File: src/rtl/pipe_pkg.sv
// Shared types for elastic pipeline stages: FSM encoding, standard MEM/WB
// payload widths and an occupancy helper.
package pipe_pkg;

    typedef enum logic [1:0] {
        ST_EMPTY = 2'b00,
        ST_ONE   = 2'b01,
        ST_TWO   = 2'b10
    } pipe_state_t;

    // MEM/WB data = {alu_result, mem_read_data, pc_plus4}; ctrl = {memtoreg[1:0], writereg[4:0], regwrite}
    localparam int MEMWB_DATA_W = 96;
    localparam int MEMWB_CTRL_W = 8;

    function automatic logic [1:0] occupancy_of(input pipe_state_t st);
        case (st)
            ST_ONE:  return 2'd1;
            ST_TWO:  return 2'd2;
            default: return 2'd0;
        endcase
    endfunction

endpackage

File: src/rtl/pipe_stage_elastic.sv
// Elastic pipeline stage: main slot drives the outputs, skid slot absorbs one
// extra entry so in_ready can be a flop without losing throughput.
module pipe_stage_elastic
    import pipe_pkg::*;
#(
    parameter int                DATA_W   = 32,
    parameter int                CTRL_W   = 8,
    parameter logic [CTRL_W-1:0] CTRL_RST = {CTRL_W{1'b0}}
) (
    input  logic              clk,
    input  logic              rst,
    input  logic              flush,
    input  logic              in_valid,
    output logic              in_ready,
    input  logic [DATA_W-1:0] in_data,
    input  logic [CTRL_W-1:0] in_ctrl,
    output logic              out_valid,
    input  logic              out_ready,
    output logic [DATA_W-1:0] out_data,
    output logic [CTRL_W-1:0] out_ctrl,
    output logic [1:0]        occupancy
);

    // Handshake: a transfer happens on a posedge where valid and ready are both 1;
    // valid never waits on ready, and a held entry stays stable until taken.

    pipe_state_t       state_q, state_d;
    logic              in_ready_q, in_ready_d;
    logic [DATA_W-1:0] main_data_q, skid_data_q;
    logic [CTRL_W-1:0] main_ctrl_q, skid_ctrl_q;

    logic in_xfer, out_xfer;
    logic load_main_in, load_main_skid, load_skid;

    assign in_ready = in_ready_q;
    assign in_xfer  = in_valid & in_ready_q;
    assign out_xfer = out_valid & out_ready;

    always_ff @(posedge clk) begin
        if (rst) begin
            state_q    <= ST_EMPTY;
            in_ready_q <= 1'b1;
        end else begin
            state_q    <= state_d;
            in_ready_q <= in_ready_d;
        end
    end

    always_ff @(posedge clk) begin
        if (rst) begin
            main_data_q <= '0;
            main_ctrl_q <= CTRL_RST;
            skid_data_q <= '0;
            skid_ctrl_q <= CTRL_RST;
        end else begin
            if (load_main_in) begin
                main_data_q <= in_data;
                main_ctrl_q <= in_ctrl;
            end else if (load_main_skid) begin
                main_data_q <= skid_data_q;
                main_ctrl_q <= skid_ctrl_q;
            end
            if (load_skid) begin
                skid_data_q <= in_data;
                skid_ctrl_q <= in_ctrl;
            end
        end
    end

    always_comb begin
        state_d        = state_q;
        load_main_in   = 1'b0;
        load_main_skid = 1'b0;
        load_skid      = 1'b0;
        case (state_q)
            ST_EMPTY: begin
                if (in_xfer) begin
                    state_d      = ST_ONE;
                    load_main_in = 1'b1;
                end
            end
            ST_ONE: begin
                if (in_xfer && out_xfer) begin
                    load_main_in = 1'b1;
                end else if (in_xfer) begin
                    state_d   = ST_TWO;
                    load_skid = 1'b1;
                end else if (out_xfer) begin
                    state_d = ST_EMPTY;
                end
            end
            ST_TWO: begin
                if (out_xfer) begin
                    state_d        = ST_ONE;
                    load_main_skid = 1'b1;
                end
            end
            default: state_d = ST_EMPTY;
        endcase
        // Flush squashes everything, including the entry arriving this cycle.
        if (flush) begin
            state_d        = ST_EMPTY;
            load_main_in   = 1'b0;
            load_main_skid = 1'b0;
            load_skid      = 1'b0;
        end
        in_ready_d = (state_d != ST_TWO);
    end

    always_comb begin
        out_valid = (state_q == ST_ONE) || (state_q == ST_TWO);
        out_data  = main_data_q;
        out_ctrl  = out_valid ? main_ctrl_q : CTRL_RST;
        occupancy = occupancy_of(state_q);
    end

endmodule

File: config.mk
export PLATFORM = sky130hd
export DESIGN_NAME = pipe_stage_elastic
export DESIGN_NICKNAME = d
export VERILOG_FILES = /design/src/rtl/pipe_pkg.sv /design/src/rtl/pipe_stage_elastic.sv
export SDC_FILE = /design/constraint.sdc
export NUM_CORES = 1
export LEC_CHECK = 0
export CAP_MARGIN = 20
export CORE_MARGIN = 3
export CORE_UTILIZATION = 35
export DETAILED_ROUTE_END_ITERATION = 8
export GPL_TIMING_DRIVEN = 0
export PLACE_DENSITY_LB_ADDON = 0.3
export SYNTH_ARGS = -nofsm -noshare
export SYNTH_HDL_FRONTEND = slang
export SYNTH_SLANG_ARGS = --single-unit
File: constraint.sdc
create_clock -name clk -period 2.2 [get_ports clk]
set_input_delay 0.44 -clock clk [delete_from_list [all_inputs] [get_ports clk]]
set_output_delay 0.44 -clock clk [all_outputs]
set_load 0.02 [all_outputs]
==> results of run 1 <==
-- registers in the layout, summed over array words and instances, names as in the netlist --
name,count
in_ready,1
main_ctrl_q,8
out_data,32
skid_ctrl_q,8
skid_data_q,32
state_q,2
-- placed cells by master (no fill, tap or decap), drive strengths merged, types with 2 or more instances in the layout --
master / count
a21boi: 3
a21oi: 40
a311oi: 40
a31oi: 2
and2: 9
buf: 23
bufinv: 2
clkbuf: 32
clkdlybuf4s50: 77
dfxtp: 83
dlygate4sd2: 2
ha: 5
inv: 2
nand2: 161
nand4b: 2
nor2: 40
-- per-stage QoR --
stage	area [um^2]	util (%)	total power, uW	hold slack (ps)
6_report	4910	49.1	3240	458
5_1_grt	4910	49.1	3380	473
4_1_cts	4940	49.4	3280	460
3_5_place_dp	4720	47.2	2140	448
3_3_place_gp	4720	47.2	2130	442
2_1_floorplan	3680	-	1900	437
-- Yosys cell counts --
master and instances:
buf_1 3, dfxtp_1 83, nand4b_1 2, a31oi_1 2, nand2_1 161, a32o_1 1, nor2b_1 1, a311oi_2 40
a21boi_0 3, clkbuf_1 16, a21oi_1 40, and4b_1 1, and2_1 8, o21ai_0 1, o32a_1 1, a22o_1 1
ha_1 5, nor3b_2 1, buf_2 13, o211ai_1 1, or3_1 1, nor2_1 40, nand4_1 1, buf_6 4
and2_2 1, nand3_1 1, inv_1 2, or3b_1 1, nand2b_1 1
-- cell type report --
type                    instances  area, um^2
multi-input cells             315        1840
fillers                       978        5090
well taps                     133         166
inverters                       2        7.51
clock inverters                 3        65.1
plain buffers                  36         191
repair buffers                 88         842
flip-flops and latches         83        1670
clock buffers                  11         131
-- cell families (layout without fill, tap and decap cells) --
family,after synthesis,count (layout),synth area share (%)
flip-flops,83,83,45.1
buffers and inverters,38,140,5.13
AND/OR/NAND/NOR,220,220,24.2
AO/OA/AOI/OAI,90,90,23.8
adder cells (fa/ha/maj),5,5,1.70
-- worst max-delay path, cell delays in order, from the launching register on --
cell and delay (ps):
dfxtp_2 360, inv_1 90, ha_4 310, clkbuf_8 160, and2_1 130, clkdlybuf4s15_2 250
-- per-layer routing --
layer / global-route usage, % / part of all wire, % / vias up
li1: - / - / 1667
met1: 22.5 / 47 / 1571
met2: 26.2 / 46 / 97
met3: 3.82 / 5.5 / 13
met4: 6.40 / 1.3 / 0
met5: 0 / 0 / -
-- repair_timing --
| action | in CTS | in global routing |
|---|---|---|
| gates cloned | 0 | 0 |
| endpoints found under the setup margin | 15 | 8 |
| resized for setup | 28 | 8 |
| hold buffers | 0 | 0 |
| pin swaps | 0 | 1 |
| buffers inserted | 0 | 1 |
-- power groups by stage --
stage	registers, uW	clock network (uW)	logic, uW
after CTS	1600	1170	510
after floorplan	1680	0	218
after global routing	1610	1230	544
final	1600	1130	507
after detailed placement	1640	0	505
after global placement	1630	0	499
-- worst paths after layout --
path / slack [ps] / start / cells after the start / to
setup / recovery: 110 / state_q[0] / 5 / out_ctrl[1]
hold / removal: 460 / skid_data_q[0] / 2 / skid_data_q[0]
setup reg to reg: 180 / state_q[0] / 7 / out_data[14]
hold reg to reg: 460 / skid_data_q[0] / 2 / skid_data_q[0]
==> flow_summary.ini, run 1 <==
[pwr]
peakVddDrop_v = 0.000256
swShare_pct = 24.6
sequentialPowerShare_pct = 49.4
p_sw_uw = 798
p_per_area_mw_per_mm2 = 659
power_frac_comb_pct = 15.7
clock_power_share_pct = 34.9
p_leak_uw = 0.00167
p_int_uw = 2440

[placement]
dp_cells = 656
routabilityCongestion = 0.875
place_hpwl_mm = 6.97
dp_slack_ps = -293
port_buffers = 87

[run_status]
status = finished, final reports clean

[floorplan]
die_w_um = 109
core_mm2 = 0.0100
rows = 36
io_pins = 89
initial_utilization_pct = 36.8
dieArea_mm2 = 0.0118
fp.dieH_um = 109

[clock_network]
clk_pin_slew_ps = 80
h-tree-depth = 3
cts_buffers = 9
clockBufferDepth = 2
cts_root_buf = clkbuf_8
clock_latency_ps = 340
tritoncts = yes
clock_sinks = 83

[global_route]
grt_use_total_pct = 16.8
grt_max_degree = 13
overflow = 0
grt_pass1_wl_mm = 15.5
grt_pass1_vias = 3172
grt_antenna_before_repair = 0

[flow_run]
cap_violations = 0

[worst_setup_path]
arrival_ps = 1650
cp-start-kind = flip-flop
cp.required_ps = 1760
crit_type = flip-flop to primary output
cp_max_fo = 10
end_kind = primary output

[layout]
area_delta_synth_final_pct = 33.5
layout.nets = 585
fin_cells = 671
diodes = 0
drive_above_1_share_pct = 15.6

[logic_synthesis]
synth_seq_cells = 83
synth_nets = 486
synth_top_cell_by_area = dfxtp_1
yosys_warnings = 0
synthDistinctLibCells = 29
synth_top_area_share_pct = 45.1
syn_inst = 436
synthTopCellsByArea = dfxtp_1, nand2_1, a311oi_2
syn_avg_cell_area_um2 = 8.44
yosysSeqAreaShare_pct = 45.1
synth_area_mm2 = 0.00368

[timing]
finalSetupTns_ps = 0
slew_viol_final = 0
period_needed_ps = 2090
worstMarginPinSlew_ps = 766
relSlewSlack_pct = 48.9
setup_ws_ps = 110
period_share_pct = 95.0
finClkSkew_ps = 7.38
rsz0062_at_grt = no
final_hold_viol_count = 0
max_freq_ghz = 0.478
setup_viol = 0

[route]
wl_per_cell_um = 14.6
drt_pre_antenna_iters = 4
ant_nets = 0
via_count = 3348
drt_iter0_markers = 151
drc = 0
routed_wl_mm = 9.78
via_per_inst = 4.99

[worst_hold_path]
hold_class = flip-flop to flip-flop
Note: power is estimated with default switching activity, not from simulation.
==> inputs of run 2 (changes only) <==
--- a/config.mk
+++ b/config.mk
@@ -6,7 +6,7 @@
 export NUM_CORES = 1
 export LEC_CHECK = 0
 export CAP_MARGIN = 20
-export CORE_MARGIN = 3
+export CORE_MARGIN = 2
 export CORE_UTILIZATION = 35
 export DETAILED_ROUTE_END_ITERATION = 8
 export GPL_TIMING_DRIVEN = 0
==> run 2 against run 1 <==
Power increased by 5.6%. Fmax is 1.2% lower. Non-clock buffer count up 1. Sequential share of layout area decreased by 0.69 points. Clock power up 16%. Worst setup slack worse by 26 ps. Largest cell class unchanged.
==> flow_summary.ini, run 2 (synthesis gave the netlist of run 1 again) <==
[worst_setup_path]
cpMaxStageDelayCell = dfxtp_2
end_kind = primary output
cp.required_ps = 1760
crit_type = flip-flop to primary output
crit_path_max_incr_delay_ps = 360
crit_chain = inv_1 > ha_4 > clkbuf_8 > and2_1 > clkdlybuf4s15_2
arrival_ps = 1680
cp-start-kind = flip-flop
cp_max_fo = 10

[clock_network]
cts_root_buf = clkbuf_8
cts_buffers = 9
clock_sinks = 83
tritoncts = yes
clk_pin_slew_ps = 80
clockBufferDepth = 2
h-tree-depth = 3
clock_latency_ps = 340

[pwr]
power_frac_comb_pct = 14.9
p_leak_uw = 0.00169
swShare_pct = 23.8
p_per_area_mw_per_mm2 = 682
peakVddDrop_v = 0.000329
p_int_uw = 2600
sequentialPowerShare_pct = 46.8
clock_power_share_pct = 38.3
p_sw_uw = 815
p_total_uw = 3420

[floorplan]
rows = 37
initial_utilization_pct = 35.8
dieArea_mm2 = 0.0114
fp.dieH_um = 107
core_mm2 = 0.0103
io_pins = 89
die_w_um = 107

[global_route]
grt_antenna_before_repair = 0
grt_pass1_wl_mm = 16.2
grt_pass1_vias = 3403
overflow = 0
grt_use_total_pct = 17.8
grt_max_degree = 14

[placement]
placed_cell_area_mm2 = 0.00472
port_buffers = 87
routabilityCongestion = 0.840
dp_cells = 659
place_hpwl_mm = 6.87

[layout]
layout.nets = 586
drive_above_1_share_pct = 16.1
diodes = 0
seq_area_mm2 = 0.00167
fin_cells = 677
final_cell_area_mm2 = 0.00501
final_common_cell = nand2_1
fillerInstances = 1019
most-common-layout-cells = nand2_1, dfxtp_1, clkdlybuf4s50_1
multi_input_area_mm2 = 0.00185
area_delta_synth_final_pct = 36.2

[route]
drt_pre_antenna_iters = 5
via_count = 3348
drc = 0
drt_iter0_markers = 118
routed_wl_mm = 9.76
via_per_inst = 4.95
ant_nets = 0
wl_per_cell_um = 14.4

[flow_run]
cap_violations = 0

[timing]
hold_ws_ps = 456
finalSetupTns_ps = 0
period_share_pct = 96.2
finClkSkew_ps = 10.3
rsz0062_at_grt = no
slew_viol_final = 0
max_freq_ghz = 0.473
period_needed_ps = 2120
worstMarginPinSlew_ps = 736
setup_viol = 0
final_hold_viol_count = 0
relSlewSlack_pct = 50.9

[worst_hold_path]
hold_class = flip-flop to flip-flop

[run_status]
status = finished, final reports clean
[run 2: critical path: cells and delay by family, from the launching register on]
| kind | cells | cell delay [ps] |
|---|---|---|
| buffers and inverters | 3 | 530 |
| AND/OR/NAND/NOR | 1 | 130 |
| adder cells (fa/ha/maj) | 1 | 320 |
| flip-flops | 1 | 360 |
[run 2: final timing paths]
check                 startpoint             end  slack [ps]  cells past startpoint
setup / recovery      state_q[0]     out_ctrl[4]          80                      5
hold / removal    skid_ctrl_q[5]  skid_ctrl_q[5]         460                      2
setup reg to reg      state_q[1]     out_data[1]         200                      8
hold reg to reg   skid_ctrl_q[5]  skid_ctrl_q[5]         460                      2
[run 2: repair_timing]
item,CTS,global route
endpoints found under the setup margin,50,32
setup buffers,0,2
gates cloned,0,0
pin swaps,0,1
gates resized for setup,33,3
hold buffers,0,0
[run 2: area by class of cell]
type | count | share of cell area [%]
buffer | 36 | 3.82
clock buffer | 12 | 2.89
clock inverter | 4 | 1.95
inverter | 2 | 0.150
multi-input combinational | 315 | 36.9
sequential | 83 | 33.2
tap | 136 | 3.39
timing repair buffer | 89 | 17.7
[run 2: power groups by stage]
stage          registers, uW  clock network [uW]  logic [uW]
6_report                1600                1310         509
4_1_cts                 1600                1350         510
2_1_floorplan           1680                   0         218
5_1_grt                 1610                1410         549
3_3_place_gp            1630                   0         497
3_5_place_dp            1630                   0         505
[run 2: per-layer routing]
metal	wire (um)	share of wire (%)	track usage, %	up-vias
met5	0	0	0	-
met4	24	0.25	5.75	0
met3	475	4.9	3.13	2
met2	4700	48	30.4	84
met1	4570	47	22.9	1590
li1	-	-	-	1672
[run 2: per-stage QoR]
step                util (%)  setup WS (ps)
floorplan                  -            200
global placement        45.9           -334
detailed placement      45.9           -370
CTS                     48.6           24.8
global route            48.8           12.6
finish                  48.8           84.1
==> inputs of run 3 (changes only) <==
==> constraint.sdc (replaced) <==
create_clock -name clk -period 2.4 [get_ports clk]
set_input_delay 0.48 -clock clk [delete_from_list [all_inputs] [get_ports clk]]
set_output_delay 0.48 -clock clk [all_outputs]
set_load 0.02 [all_outputs]
==> run 3 against run 2 <==
Clock skew fell by 0.64 ps. Combinational power fell by 8.8%. Sequential share of layout area rose by 0.091 points. Cell count fell by 0.30%. Final area fell by 0.42%. Core utilization fell by 0.21 points. Via count fell by 0.54%. Critical endpoint is now occupancy[0]. Largest power group unchanged. Non-clock buffer count fell by 2. Flip-flop and latch count did not move. Clock power fell by 8%.
==> flow_summary.ini, run 3 (synthesis gave the netlist of run 1 again) <==
[run_status]
status = finished, final reports clean

[route]
routed_wl_mm = 9.75
drc = 0
wl_per_cell_um = 14.4
drt_pre_antenna_iters = 6
ant_nets = 0
drt_iter0_markers = 112
via_count = 3330
via_per_inst = 4.93

[clock_network]
ctsHoldBuffers = 0
clk_pin_slew_ps = 80
cts_root_buf = clkbuf_8
h-tree-depth = 3
clockBufferDepth = 2
clock_sinks = 83
tritoncts = yes
clock_latency_ps = 340
postCtsSetupBuffers = 0
cts_buffers = 9

[placement]
place_hpwl_mm = 6.87
dp_slack_ps = -210
port_buffers = 87
routabilityCongestion = 0.840

[layout]
fin_util_pct = 48.6
area_delta_synth_final_pct = 35.7
most-common-layout-cells = nand2_1, dfxtp_1, clkdlybuf4s50_1
final_common_cell = nand2_1
fillerInstances = 1025
layout.nets = 584
drive_above_1_share_pct = 15.8
diodes = 0

[timing]
period_share_pct = 94.3
final_hold_viol_count = 0
rsz0062_at_grt = no
slew_viol_final = 0
relSlewSlack_pct = 51.0
setup_viol = 0
max_freq_ghz = 0.442
finClkSkew_ps = 9.62
period_needed_ps = 2260
worstMarginPinSlew_ps = 736
hold_ws_ps = 456
setup_ws_ps = 137

[pwr]
p_per_area_mw_per_mm2 = 627
p_leak_uw = 0.00166
peakVddDrop_v = 0.000302

[worst_setup_path]
arrival_ps = 1780
crit_path_max_incr_delay_ps = 670
crit_chain = inv_1 > ha_1 > clkdlybuf4s50_1
cp.required_ps = 1920
cpMaxStageDelayCell = clkdlybuf4s50_1
critical_path.startpoint = state_q[1]
cp.depth = 3
path_buf_inv = 2
end_kind = primary output
cp_max_fo = 7
reg2reg_from = state_q[1]
cp-start-kind = flip-flop
crit_type = flip-flop to primary output
r2r_cells = 7
critPathTopFamily = buffers and inverters

[floorplan]
fp.dieH_um = 107
dieArea_mm2 = 0.0114
core_mm2 = 0.0103
rows = 37
initial_utilization_pct = 35.8
die_w_um = 107
io_pins = 89

[global_route]
grt_antenna_before_repair = 0
grt_max_degree = 14
grt_pass1_vias = 3388
overflow = 0
grt_use_total_pct = 17.8
grt_pass1_wl_mm = 16.2

[flow_run]
cap_violations = 0

[worst_hold_path]
min_from = skid_ctrl_q[5]
holdPathStages = 2
hold_class = flip-flop to flip-flop
[run 3: final timing paths]
path / to / slack [ps]
max reg2reg: out_data[6] / 310
min reg2reg: skid_ctrl_q[5] / 460
max: occupancy[0] / 140
min: skid_ctrl_q[5] / 460
[run 3: per-stage QoR]
step	instance area [um^2]	std cells	power (uW)	TNS (ps)
4_1_cts	4980	675	3170	0
3_3_place_gp	4720	659	1950	-1160
6_report	4990	675	3130	0
3_5_place_dp	4720	659	1960	-1630
2_1_floorplan	3680	436	1740	0
5_1_grt	4990	675	3270	0
[run 3: final cells by class]
type | count | area (um^2) | area share [%]
Multi-Input combinational cell | 315 | 1840 | 36.9
Tap cell | 136 | 170 | 3.41
Sequential cell | 83 | 1660 | 33.3
Inverter | 2 | 7.51 | 0.150
Timing Repair Buffer | 87 | 881 | 17.6
Buffer | 36 | 185 | 3.71
Clock buffer | 12 | 145 | 2.91
Clock inverter | 4 | 97.6 | 1.95
[run 3: report_power, final]
part           leakage [uW]  internal [uW]  switching [uW]
clock              0.000117            721             477
sequential         0.000678           1440            32.1
combinational      0.000866            229             235
total               0.00166           2390             743
[run 3: metal layers]
layer	track usage, %	vias up	share of wire, %
li1	-	1666	-
met1	22.9	1568	46
met2	30.2	91	48
met3	3.13	5	5.0
met4	5.66	0	0.45
met5	0	-	0
[run 3: worst min-delay path, delay by kind of cell, from the launching register on]
family / cells / cell delay, ps
compound gates: 1 / 50
simple gates: 1 / 50
flops: 1 / 320
[run 3: repair_timing]
action                                  in CTS  in global routing
endpoints found under the setup margin       9                  9
gates cloned                                 0                  0
resized for setup                           28                  2
endpoints found under the hold margin        0                  0
